[src/rtl/spi_arb_pkg.sv]
`default_nettype none
// ------------------------------------------------------------------
// spi_arb_pkg : channel indices, FSM encoding and defaults for spi_arbiter
// Revision    : 1.0
// ------------------------------------------------------------------
package spi_arb_pkg;

  localparam int         DATA_DEPTH_DEF = 54;
  localparam int         N_CH_DEF       = 3;

  localparam logic [1:0] CH_4002        = 2'd0;
  localparam logic [1:0] CH_2594        = 2'd1;
  localparam logic [1:0] CH_INT         = 2'd2;
  localparam logic [1:0] TGT_INVALID    = 2'd3;

  typedef enum logic [1:0] {
    ST_IDLE    = 2'd0,
    ST_ISSUE   = 2'd1,
    ST_CONFIRM = 2'd2
  } arb_state_t;

endpackage
`default_nettype wire

[src/rtl/rr_arb2.sv]
`default_nettype none
// ------------------------------------------------------------------
// rr_arb2 : two-request round-robin grant, pointer moves on every grant
// Revision : 1.0
// ------------------------------------------------------------------
module rr_arb2 (
  input  logic       clk,
  input  logic       rst_n,
  input  logic [1:0] i_req,
  output logic [1:0] o_gnt
);

  // 0: requester 0 wins a tie, 1: requester 1 wins a tie
  logic r_prio;

  always_comb begin
    o_gnt = i_req;
    if (i_req == 2'b11) begin
      o_gnt = r_prio ? 2'b10 : 2'b01;
    end
  end

  always_ff @(posedge clk) begin
    if (!rst_n) begin
      r_prio <= 1'b0;
    end else if (|o_gnt) begin
      r_prio <= o_gnt[0];
    end
  end

endmodule
`default_nettype wire

[src/rtl/spi_arbiter.sv]
`default_nettype none
// ------------------------------------------------------------------
// spi_arbiter : shares three spi_master channels between two requesters
// Revision    : 1.0
// ------------------------------------------------------------------
module spi_arbiter
  import spi_arb_pkg::*;
#(
  parameter int DATA_DEPTH      = DATA_DEPTH_DEF,
  parameter int N_CH            = N_CH_DEF,
  parameter int CONFIRM_TIMEOUT = 8
) (
  input  logic                  clk,
  input  logic                  rst_n,
  input  logic                  r0_valid,
  output logic                  r0_ready,
  input  logic [1:0]            r0_target,
  input  logic                  r0_dir,
  input  logic [7:0]            r0_depth,
  input  logic [DATA_DEPTH-1:0] r0_data,
  output logic                  r0_done,
  output logic                  r0_err,
  input  logic                  r1_valid,
  output logic                  r1_ready,
  input  logic [1:0]            r1_target,
  input  logic                  r1_dir,
  input  logic [7:0]            r1_depth,
  input  logic [DATA_DEPTH-1:0] r1_data,
  output logic                  r1_done,
  output logic                  r1_err,
  output logic [N_CH-1:0]       spi_start,
  input  logic [N_CH-1:0]       spi_ready,
  output logic                  spi_dir,
  output logic [7:0]            spi_data_depth,
  output logic [DATA_DEPTH-1:0] spi_data_tx,
  output logic [N_CH-1:0]       ch_busy
);

  localparam int            c_timer_w    = $clog2(CONFIRM_TIMEOUT + 1);
  localparam logic [c_timer_w-1:0] c_timer_last = c_timer_w'(CONFIRM_TIMEOUT - 1);

  arb_state_t             r_state, w_state_nxt;
  logic [c_timer_w-1:0]   r_timer;
  logic [1:0]             r_tgt;
  logic                   r_cur;
  logic [N_CH-1:0]        r_busy;
  logic [N_CH-1:0]        r_owner;
  logic                   r_dir;
  logic [7:0]             r_depth;
  logic [DATA_DEPTH-1:0]  r_data;
  logic [1:0]             r_done;
  logic [1:0]             r_err;

  logic [1:0]             w_valid, w_bad, w_elig, w_gnt;
  logic [1:0]             w_tgt   [2];
  logic [7:0]             w_depth [2];
  logic [N_CH:0]          w_busy_x, w_ready_x;
  logic                   w_idle, w_sel, w_acc, w_cfm_drop, w_timeout;

  assign w_valid    = {r1_valid, r0_valid};
  assign w_tgt[0]   = r0_target;
  assign w_tgt[1]   = r1_target;
  assign w_depth[0] = r0_depth;
  assign w_depth[1] = r1_depth;

  // The padding bit makes the invalid target look busy and never ready
  assign w_busy_x   = {1'b1, r_busy};
  assign w_ready_x  = {1'b0, spi_ready};

  // No grant is offered while reset is asserted so nothing is accepted and lost
  assign w_idle     = rst_n && (r_state == ST_IDLE);

  always_comb begin
    w_bad  = '0;
    w_elig = '0;
    for (int n = 0; n < 2; n++) begin
      w_bad[n]  = (w_tgt[n] == TGT_INVALID) || (w_depth[n] == 8'd0) ||
                  (w_depth[n] > 8'(DATA_DEPTH));
      w_elig[n] = w_idle && w_valid[n] &&
                  (w_bad[n] || (!w_busy_x[w_tgt[n]] && w_ready_x[w_tgt[n]]));
    end
  end

  rr_arb2 u_rr (
    .clk   (clk),
    .rst_n (rst_n),
    .i_req (w_elig),
    .o_gnt (w_gnt)
  );

  assign w_sel      = w_gnt[1];
  assign w_acc      = |w_gnt;
  assign r0_ready   = w_gnt[0];
  assign r1_ready   = w_gnt[1];

  assign w_cfm_drop = (r_state == ST_CONFIRM) && !w_ready_x[r_tgt];
  assign w_timeout  = (r_state == ST_CONFIRM) && w_ready_x[r_tgt] && (r_timer == c_timer_last);

  always_comb begin
    w_state_nxt = r_state;
    case (r_state)
      ST_IDLE:    if (w_acc && !w_bad[w_sel]) w_state_nxt = ST_ISSUE;
      ST_ISSUE:   w_state_nxt = ST_CONFIRM;
      ST_CONFIRM: if (w_cfm_drop || w_timeout) w_state_nxt = ST_IDLE;
      default:    w_state_nxt = ST_IDLE;
    endcase
  end

  always_comb begin
    spi_start = '0;
    for (int ch = 0; ch < N_CH; ch++) begin
      spi_start[ch] = (r_state == ST_ISSUE) && (r_tgt == 2'(ch));
    end
  end

  always_ff @(posedge clk) begin
    if (!rst_n) begin
      r_state <= ST_IDLE;
      r_timer <= '0;
      r_tgt   <= '0;
      r_cur   <= 1'b0;
      r_busy  <= '0;
      r_owner <= '0;
      r_dir   <= 1'b0;
      r_depth <= '0;
      r_data  <= '0;
      r_done  <= '0;
      r_err   <= '0;
    end else begin
      r_state <= w_state_nxt;
      r_done  <= '0;
      r_err   <= '0;

      if (w_acc) begin
        if (w_bad[w_sel]) begin
          r_err[w_sel] <= 1'b1;
        end else begin
          r_dir   <= w_sel ? r1_dir   : r0_dir;
          r_depth <= w_sel ? r1_depth : r0_depth;
          r_data  <= w_sel ? r1_data  : r0_data;
          r_tgt   <= w_tgt[w_sel];
          r_cur   <= w_sel;
        end
      end

      if (r_state == ST_ISSUE) begin
        r_timer <= '0;
      end else if (r_state == ST_CONFIRM) begin
        r_timer <= r_timer + 1'b1;
      end

      if (w_timeout) begin
        r_err[r_cur] <= 1'b1;
      end

      // Completion and confirmation never hit the same channel in one cycle
      for (int ch = 0; ch < N_CH; ch++) begin
        if (r_busy[ch] && spi_ready[ch]) begin
          r_busy[ch]            <= 1'b0;
          r_done[r_owner[ch]]   <= 1'b1;
        end else if (w_cfm_drop && (r_tgt == 2'(ch))) begin
          r_busy[ch]  <= 1'b1;
          r_owner[ch] <= r_cur;
        end
      end
    end
  end

  assign spi_dir        = r_dir;
  assign spi_data_depth = r_depth;
  assign spi_data_tx    = r_data;
  assign ch_busy        = r_busy;
  assign r0_done        = r_done[0];
  assign r1_done        = r_done[1];
  assign r0_err         = r_err[0];
  assign r1_err         = r_err[1];

endmodule
`default_nettype wire

[config.mk]
export PLATFORM = sky130hd
export DESIGN_NAME = spi_arbiter
export DESIGN_NICKNAME = d
export VERILOG_FILES = /design/src/rtl/spi_arb_pkg.sv /design/src/rtl/rr_arb2.sv /design/src/rtl/spi_arbiter.sv
export SDC_FILE = /design/constraint.sdc
export NUM_CORES = 1
export LEC_CHECK = 0
export CORE_MARGIN = 10
export CORE_UTILIZATION = 47
export CTS_BUF_LIST = sky130_fd_sc_hd__clkbuf_8
export CTS_CLUSTER_SIZE = 30
export DETAILED_ROUTE_END_ITERATION = 12
export HOLD_SLACK_MARGIN = 0.06
export PLACE_DENSITY = 0.95
export SLEW_MARGIN = 25
export SYNTH_ARGS = -nofsm -noshare
export SYNTH_HDL_FRONTEND = slang
export SYNTH_SLANG_ARGS = --single-unit
[constraint.sdc]
create_clock -name clk -period 5.2 [get_ports clk]
set_input_delay 0.52 -clock clk [delete_from_list [all_inputs] [get_ports clk]]
set_output_delay 0.52 -clock clk [all_outputs]
set_load 0.02 [all_outputs]
; After elaboration in Yosys (flattened, before gate mapping)
; Index checks and enable logic that the tools add are counted.
[classes]
bitwise = 9
muxes = 42
eq_ne = 10
magnitude_cmp = 16
add_sub_neg = 1
reduce_logical = 50
[ops]
columns = operator, count
row1 = $mux W54, 1
row2 = $mux W2, 16
row3 = $logic_and A1 B1 Y1, 25
row4 = $gt A8 B6 Y1 const B, 2
row5 = $logic_not A8 Y1, 2
row6 = $mux W1, 13
row7 = $bmux W1 S2, 5
row8 = $eq A2 B2 Y1 const B, 5
row9 = $lt A1 B2 Y1 const B, 5
row10 = $reduce_and A2 Y1, 5
row11 = $reduce_or A2 Y1, 5
row12 = $lt A2 B3 Y1 const B, 3
row13 = $mux W8, 1
row14 = $logic_or A1 B1 Y1, 7
row15 = $or A2 B2 Y2, 3
row16 = $pmux W2 S3, 1
row17 = $demux W1 S1, 5
row18 = $ge A1 B1 Y1 const B, 5
row19 = $not A1 Y1, 5
row20 = $add A4 B1 Y4 const B, 1
row21 = $eq A2 B1 Y1 const B, 2
row22 = $eq A4 B3 Y1 const B, 1
row23 = $logic_not A1 Y1, 4
row24 = $logic_not A2 Y1, 2
row25 = other kinds (4), 4
[totals]
input_bits = 137
elab_cells = 144
register_bits = 83

; Longest topological paths before layout
; Gate-level depths: netlist (run 1).
[depth]
word_depth = 17
mapped_depth = 10
ltp_nobuf = 7

; Hierarchy
; Synthesis (run 1) repeated with hierarchy kept, for this count alone.
[hier_totals]
hier_cells = 430
area_unflattened_um2 = 4260.3
[by_module_without_submodules]
columns = module, cells_each, area_each_um2, seq_area_each_um2, instances
row1 = spi_arbiter, 424, 4211.5, 1641.6, 1
row2 = rr_arb2, 6, 48.8, 20.0, 1

; Worst setup path after synthesis (run 1)
; No wires, ideal clock.
[synth_timing]
path_type = in2out
startpoint = input r0_target[0]
endpoint = output r1_ready
path_buffers = 1
cell_stages = 6
t_arrival_ps = 1619
slack_ps = 3061
path_cell_list = a211o_1 > a21oi_2 > o221ai_2 > a211o_1 > inv_2 > buf_2
[synth_between]
elab_chain_cells = 8
word_cells_on_any_way = 13
[synth_rtl]
columns = element, line
row1 = "start, declared", spi_arbiter.sv:17  ; input logic [1:0] r0_target,
row2 = $bmux W1 S2, spi_arbiter.sv:80  ; (w_bad[n] || (!w_busy_x[w_tgt[n]] && w_ready_x[w_tgt[n]]));
row3 = $mux W1 (not written as such), spi_arbiter.sv:80
row4 = $logic_not A1 Y1, spi_arbiter.sv:80
row5 = $logic_and A1 B1 Y1, spi_arbiter.sv:80
row6 = $logic_or A1 B1 Y1 (*), spi_arbiter.sv:80
row7 = $logic_and A1 B1 Y1 (*), spi_arbiter.sv:79  ; w_elig[n] = w_idle && w_valid[n] &&
row8 = $eq A2 B2 Y1 (*), rr_arb2.sv:18  ; if (i_req == 2'b11) begin
row9 = $mux W2 (*), rr_arb2.sv:18
row10 = "end, declared", spi_arbiter.sv:24  ; output logic r1_ready,
; Every way passes the cells marked *; elsewhere a longest branch is shown, timed or not. The select of a mux whose other input is x is not followed.

; Worst setup path in the final report (run 1)
[layout_timing]
startpoint = input spi_ready[0]
endpoint = output r1_ready
[layout_between]
elab_chain_cells = 7
word_cells_on_any_way = 12
[layout_rtl]
columns = element, line
row1 = "start, declared", spi_arbiter.sv:32  ; input logic [N_CH-1:0] spi_ready,
row2 = $bmux W1 S2, spi_arbiter.sv:80
row3 = $mux W1 (not written as such), spi_arbiter.sv:80
row4 = $logic_and A1 B1 Y1, spi_arbiter.sv:80
row5 = $logic_or A1 B1 Y1, spi_arbiter.sv:80
row6 = $logic_and A1 B1 Y1, spi_arbiter.sv:79
row7 = $eq A2 B2 Y1, rr_arb2.sv:18
row8 = $mux W2 (*), rr_arb2.sv:18
; Marks and branches as above.

==> flow_metrics.tcl, run 1 <==
set metrics [dict create \
    outcome "completed" \
    core_area_mm2 0.00977 \
    crit_chain "clkdlybuf4s50_1, nand2b_1, a22o_1, o221ai_2, a211o_4, inv_2, clkdlybuf4s50_1" \
    num_rows 36 \
    grt_pass1_wl_um 28600 \
    synthCells 587 \
    multi_input_area_mm2 0.00272 \
    rrSetupSlack_ps 2090 \
    drc 0 \
    grt.total_usage 0.237 \
    r2r_start "ch_busy[1]" \
    async_flop_share 0 \
    synth-seq-cells 83 \
    min_period_ps 3550 \
    rsz0062_at_grt "no" \
    ctsResizeCount 0 \
    seq_area_mm2 0.00166 \
    syn_to_final_growth_pct 46.4 \
    final_nets 892 \
    yosysWarnings 0 \
    slew_violations 0 \
    synth_nets 725 \
    critPathMaxStageDelay_ps 620 \
    grt_max_degree 71 \
    synth_commonest_cells "134 x nand3_1, 83 x dfxtp_1, 67 x a31oi_1, 64 x a22oi_1, 49 x a21boi_0" \
    fp.dieW_um 120 \
    htreeDepth 3 \
    finalInstanceArea_mm2 0.00692 \
    critPathKind "primary input to primary output" \
    powerDensity_mw_per_mm2 226 \
    synth_edf_count 0 \
    ios 212 \
    final_core_util 0.708 \
    arrival_ps 3030 \
    antenna_found_initial 0 \
    hp-start "spi_data_depth[7]" \
    clk_pin_slew_worst_paths_ps 80 \
    fmax_mhz 281 \
    drive_gt1_frac 0.0487 \
    relSlewSlack 0.326 \
    yosysTopAreaCell "dfxtp_1" \
    cts_tree "built" \
    clk_latency_ps 360 \
    gp_congestion 0.939 \
    synth.avg_cell_area_um2 8.05 \
    cp_top_family "buffers and inverters" \
    leakagePower_nw 2.22 \
    finalCritPeriodShare 0.684 \
    ys_seq_area_frac 0.352 \
    worstPathRequired_ps 4680 \
    cp-start-kind "primary input" \
    synth_area_leaders "dfxtp_1 35%, nand3_1 14%, a22oi_1 10%" \
    grt_pass1_vias 5451 \
    cp_max_fo 59 \
    crit-reg2reg-capture "spi_data_depth[7]" \
    synth.distinct_cells 46 \
    rr_worst_depth 8 \
    drt_wl_total_um 18200 \
    setup_viol 0 \
    ant_nets 0 \
    grt_overflow 0 \
    initial_core_util 0.483 \
    hpwl_um 13200 \
    root_buffer "clkbuf_8" \
    ir_drop_v 0.000111 \
    dp.cells 876 \
    fin_tns_setup_ps 0 \
    fillers 739 \
    portBuffers 211 \
    drt_iter0_markers 838 \
    fin_cells 892 \
    dieArea_mm2 0.0145 \
    synth_most_common_cell "nand3_1" \
    p_total_w 0.00156 \
    die_h_um 120 \
    skew_ps 13.0 \
    clock_path_buffers 2 \
    wire_per_inst_um 20.4 \
    antennaDiodeCount 0 \
    holdBufCountCts 0 \
    hold_violations 0 \
    hp-class "flip-flop to flip-flop" \
    min_to "spi_data_depth[7]" \
    cp_num_buf_inv 3 \
    tightest_slew_ps 1010 \
    cts_buffers 9 \
    vias_per_cell 6.37 \
    end_kind "primary output" \
    cts_setup_buffers 0 \
    drt_pass1_iterations 9 \
    synthFlopType "dfxtp_1" \
    place_area_mm2 0.00675 \
    cts_sinks 83 \
    hold_depth 1 \
    synth_top_area_frac 0.352 \
    synthesis.area_mm2 0.00473 \
    vias 5684 \
    crit_slowest_cell "clkdlybuf4s50_1" \
    cap_violations 0 \
    cp_common_cell "clkdlybuf4s50_1" \
]
cell usage in the layout (no fill, tap or decap), types with 2 or more instances in the layout:
master / n
o211a_1: 3
o21ai_0: 4
a22o_1: 2
inv_2: 2
o21a_1: 2
buf_4: 9
clkinvlp_4: 3
a21oi_1: 7
o22ai_1: 2
nand2_1: 17
dfxtp_1: 83
a21boi_0: 49
nand4_1: 3
a211o_1: 3
a31oi_1: 67
a22oi_1: 64
nor2b_1: 2
inv_1: 9
nor3_1: 3
a21boi_1: 14
nand3_1: 134
nor2_1: 22
clkbuf_8: 9
nor4_1: 2
mux2i_1: 4
a32oi_1: 2
nand2b_1: 7
clkdlybuf4s50_1: 211
cells by family (layout without fill, tap and decap cells):
family                     count (synthesis)  count (layout)  synth area share
AOI/OAI and AO/OA                        229             229             0.347
adders and majority gates                  1               1           0.00265
buffers and inverters                     72             244            0.0784
DFF                                       83              83             0.352
muxes                                      4               4           0.00847
and+or+nand+nor                          198             198             0.212
flip-flops by register name, indices dropped and copies added (netlist names):
name and flops:
ch_busy 3, r_cur 1, r_done 2, r_err 2, r_owner 3, r_state 2, r_tgt 2, r_timer 4
spi_data_depth 8, spi_data_tx 54, spi_dir 1, u_rr.r_prio 1
power breakdown:
| group | switching (W) | leakage (nW) | total (W) | internal [W] |
|---|---|---|---|---|
| sequential | 0.0000316 | 0.673 | 0.000706 | 0.000674 |
| combinational | 0.000223 | 1.46 | 0.000448 | 0.000225 |
| clock | 0.000241 | 0.0850 | 0.000408 | 0.000168 |
| total | 0.000496 | 2.22 | 0.00156 | 0.00107 |
area by class of cell:
| cell class | instances | area share |
|---|---|---|
| Tap cell | 133 | 0.0240 |
| Clock buffer | 9 | 0.0179 |
| Clock inverter | 7 | 0.00560 |
| Sequential cell | 83 | 0.240 |
| Multi-Input combinational cell | 432 | 0.393 |
| Timing Repair Buffer | 220 | 0.315 |
| Inverter | 8 | 0.00434 |
per-layer routing:
| metal | GRT usage | vias to the layer above | wire length [µm] |
|---|---|---|---|
| met3 | 0.0847 | 48 | 2040 |
| met2 | 0.388 | 361 | 8650 |
| met4 | 0.0882 | 0 | 526 |
| met5 | 0 | - | 0 |
| li1 | - | 2588 | - |
| met1 | 0.280 | 2687 | 6990 |
per-stage QoR:
stage	hold slack, ps	worst slack (ps)
after floorplan	470	3060
after global placement	451	1430
after detailed placement	459	1320
after CTS	470	1640
after global routing	488	1540
final	470	1650
how the worst max path moves through the flow:
stage | start | end | cells after the start
2_1_floorplan | r0_target[0] | r1_ready | 6
3_3_place_gp | r0_target[0] | spi_data_tx[31] | 8
3_5_place_dp | r0_target[0] | spi_data_tx[31] | 8
4_1_cts | spi_ready[1] | r1_ready | 7
5_1_grt | spi_ready[1] | r1_ready | 7
6_report | spi_ready[0] | r1_ready | 7
Power figures use the tool's default switching activity.
==> run 2: changes to the inputs <==
CORE_UTILIZATION = 39   (was 47)
PLACE_DENSITY = 0.88   (was 0.95)
clock period = 3.2 ns   (was 5.2 ns; I/O delays follow)
==> run 2 against run 1 <==
Critical path depth unchanged. Die area is 17% higher. Global-route usage fell by 4.1 points. Worst hold slack got worse by 7.1 ps. Critical path type unchanged. Sequential power increased by 61%. Largest power group unchanged.
==> flow_metrics.tcl, run 2 (synthesis gave the netlist of run 1 again) <==
set metrics [dict create \
    outcome "completed" \
    root_buffer "clkbuf_8" \
    holdBufCountCts 0 \
    tightest_slew_ps 597 \
    fillers 1063 \
    hpwl_um 11900 \
    fp.dieW_um 130 \
    ir_drop_v 0.000254 \
    grt_max_degree 128 \
    rsz0062_at_grt "no" \
    drt_wl_total_um 17500 \
    grt_pass1_wl_um 26800 \
    antennaDiodeCount 0 \
    multi_input_area_mm2 0.00271 \
    clock_path_buffers 2 \
    seq_area_mm2 0.00166 \
    htreeDepth 3 \
    grt_pass1_vias 5160 \
    whs_ps 463 \
    drt_iter0_markers 503 \
    powerDensity_mw_per_mm2 398 \
    worstPathRequired_ps 2880 \
    die_h_um 130 \
    clk_latency_ps 370 \
    antenna_found_initial 0 \
    largest_reg_flops 54 \
    vias 5418 \
    setup_viol 0 \
    initial_core_util 0.395 \
    portBuffers 211 \
    final_common_cell "clkdlybuf4s50_1" \
    grt_overflow 0 \
    cp_max_fo 5 \
    gp_congestion 0.831 \
    hold_violations 0 \
    final_cell_mix "211 x clkdlybuf4s50_1, 134 x nand3_1, 83 x dfxtp_1" \
    num_rows 40 \
    cts_buffers 9 \
    grt.total_usage 0.196 \
    syn_to_final_growth_pct 50.3 \
    drive_gt1_frac 0.0564 \
    final_core_util 0.594 \
    cp-start-kind "primary input" \
    clk_pin_slew_worst_paths_ps 80 \
    cap_violations 0 \
    min_period_ps 2870 \
    relSlewSlack 0.602 \
    leakagePower_nw 2.29 \
    arrival_ps 2550 \
    wire_per_inst_um 19.2 \
    drc 0 \
    finalCritPeriodShare 0.897 \
    critPathKind "primary input to primary output" \
    ios 212 \
    ctsResizeCount 0 \
    hp-class "flip-flop to flip-flop" \
    rrSetupSlack_ps 820 \
    fin_tns_setup_ps 0 \
    drt_pass1_iterations 5 \
    final_nets 895 \
    slew_violations 0 \
    skew_ps 9.35 \
    end_kind "primary output" \
    cts_tree "built" \
    dieArea_mm2 0.0169 \
    fmax_mhz 349 \
    cts_sinks 83 \
    cts_setup_buffers 0 \
    vias_per_cell 5.96 \
    ant_nets 0 \
    core_area_mm2 0.0120 \
]
-- run 2: cell count changes in the layout (fill, tap and decap cells not counted), moves of 2 or more --
| cell | delta |
|---|---|
| buf_12 | +5 |
| buf_4 | -2 |
| inv_1 | -3 |
| bufinv_16 | +3 |
-- run 2: final timing paths --
path / startpoint / to / depth (start not counted)
worst min-delay path: spi_data_depth[6] / spi_data_depth[6] / 1
worst min register to register: spi_data_depth[6] / spi_data_depth[6] / 1
worst max register to register: ch_busy[1] / spi_data_depth[7] / 8
worst max-delay path: spi_ready[1] / r1_ready / 7
-- run 2: worst max-delay path, cell delays in order --
cell             delay [ps]
clkdlybuf4s50_1         550
nand2b_1                140
a22o_1                  250
o221a_1                 260
a211o_4                 340
inv_2                    80
clkdlybuf4s50_1         600
-- run 2: through the flow --
stage | setup WS, ps | std cells | total power, W | instance area (µm²)
6_report | 331 | 909 | 0.00283 | 7100
5_1_grt | 242 | 909 | 0.00295 | 7100
4_1_cts | 338 | 909 | 0.00285 | 7100
3_5_place_dp | 342 | 893 | 0.00190 | 6850
3_3_place_gp | 372 | 893 | 0.00189 | 6850
2_1_floorplan | 1180 | 587 | 0.00153 | 4730
-- run 2: final cells by class --
| cell class | instances | area share |
|---|---|---|
| sequential | 83 | 0.234 |
| clock inverter | 6 | 0.0159 |
| timing repair buffer | 223 | 0.319 |
| clock buffer | 10 | 0.0194 |
| inverter | 8 | 0.00423 |
| tap | 147 | 0.0259 |
| multi-input combinational | 432 | 0.382 |
-- run 2: power by group --
part / switching [W] / internal [W]
clock network: 0.000413 / 0.000540
logic: 0.000360 / 0.000376
registers: 0.0000459 / 0.00110
-- run 2: metal layers --
layer / GRT usage / wire (µm) / vias to the layer above
met5: 0 / 0 / -
met4: 0.0688 / 250 / 0
met3: 0.0657 / 1620 / 16
met2: 0.332 / 8530 / 218
met1: 0.224 / 7100 / 2599
li1: - / - / 2585
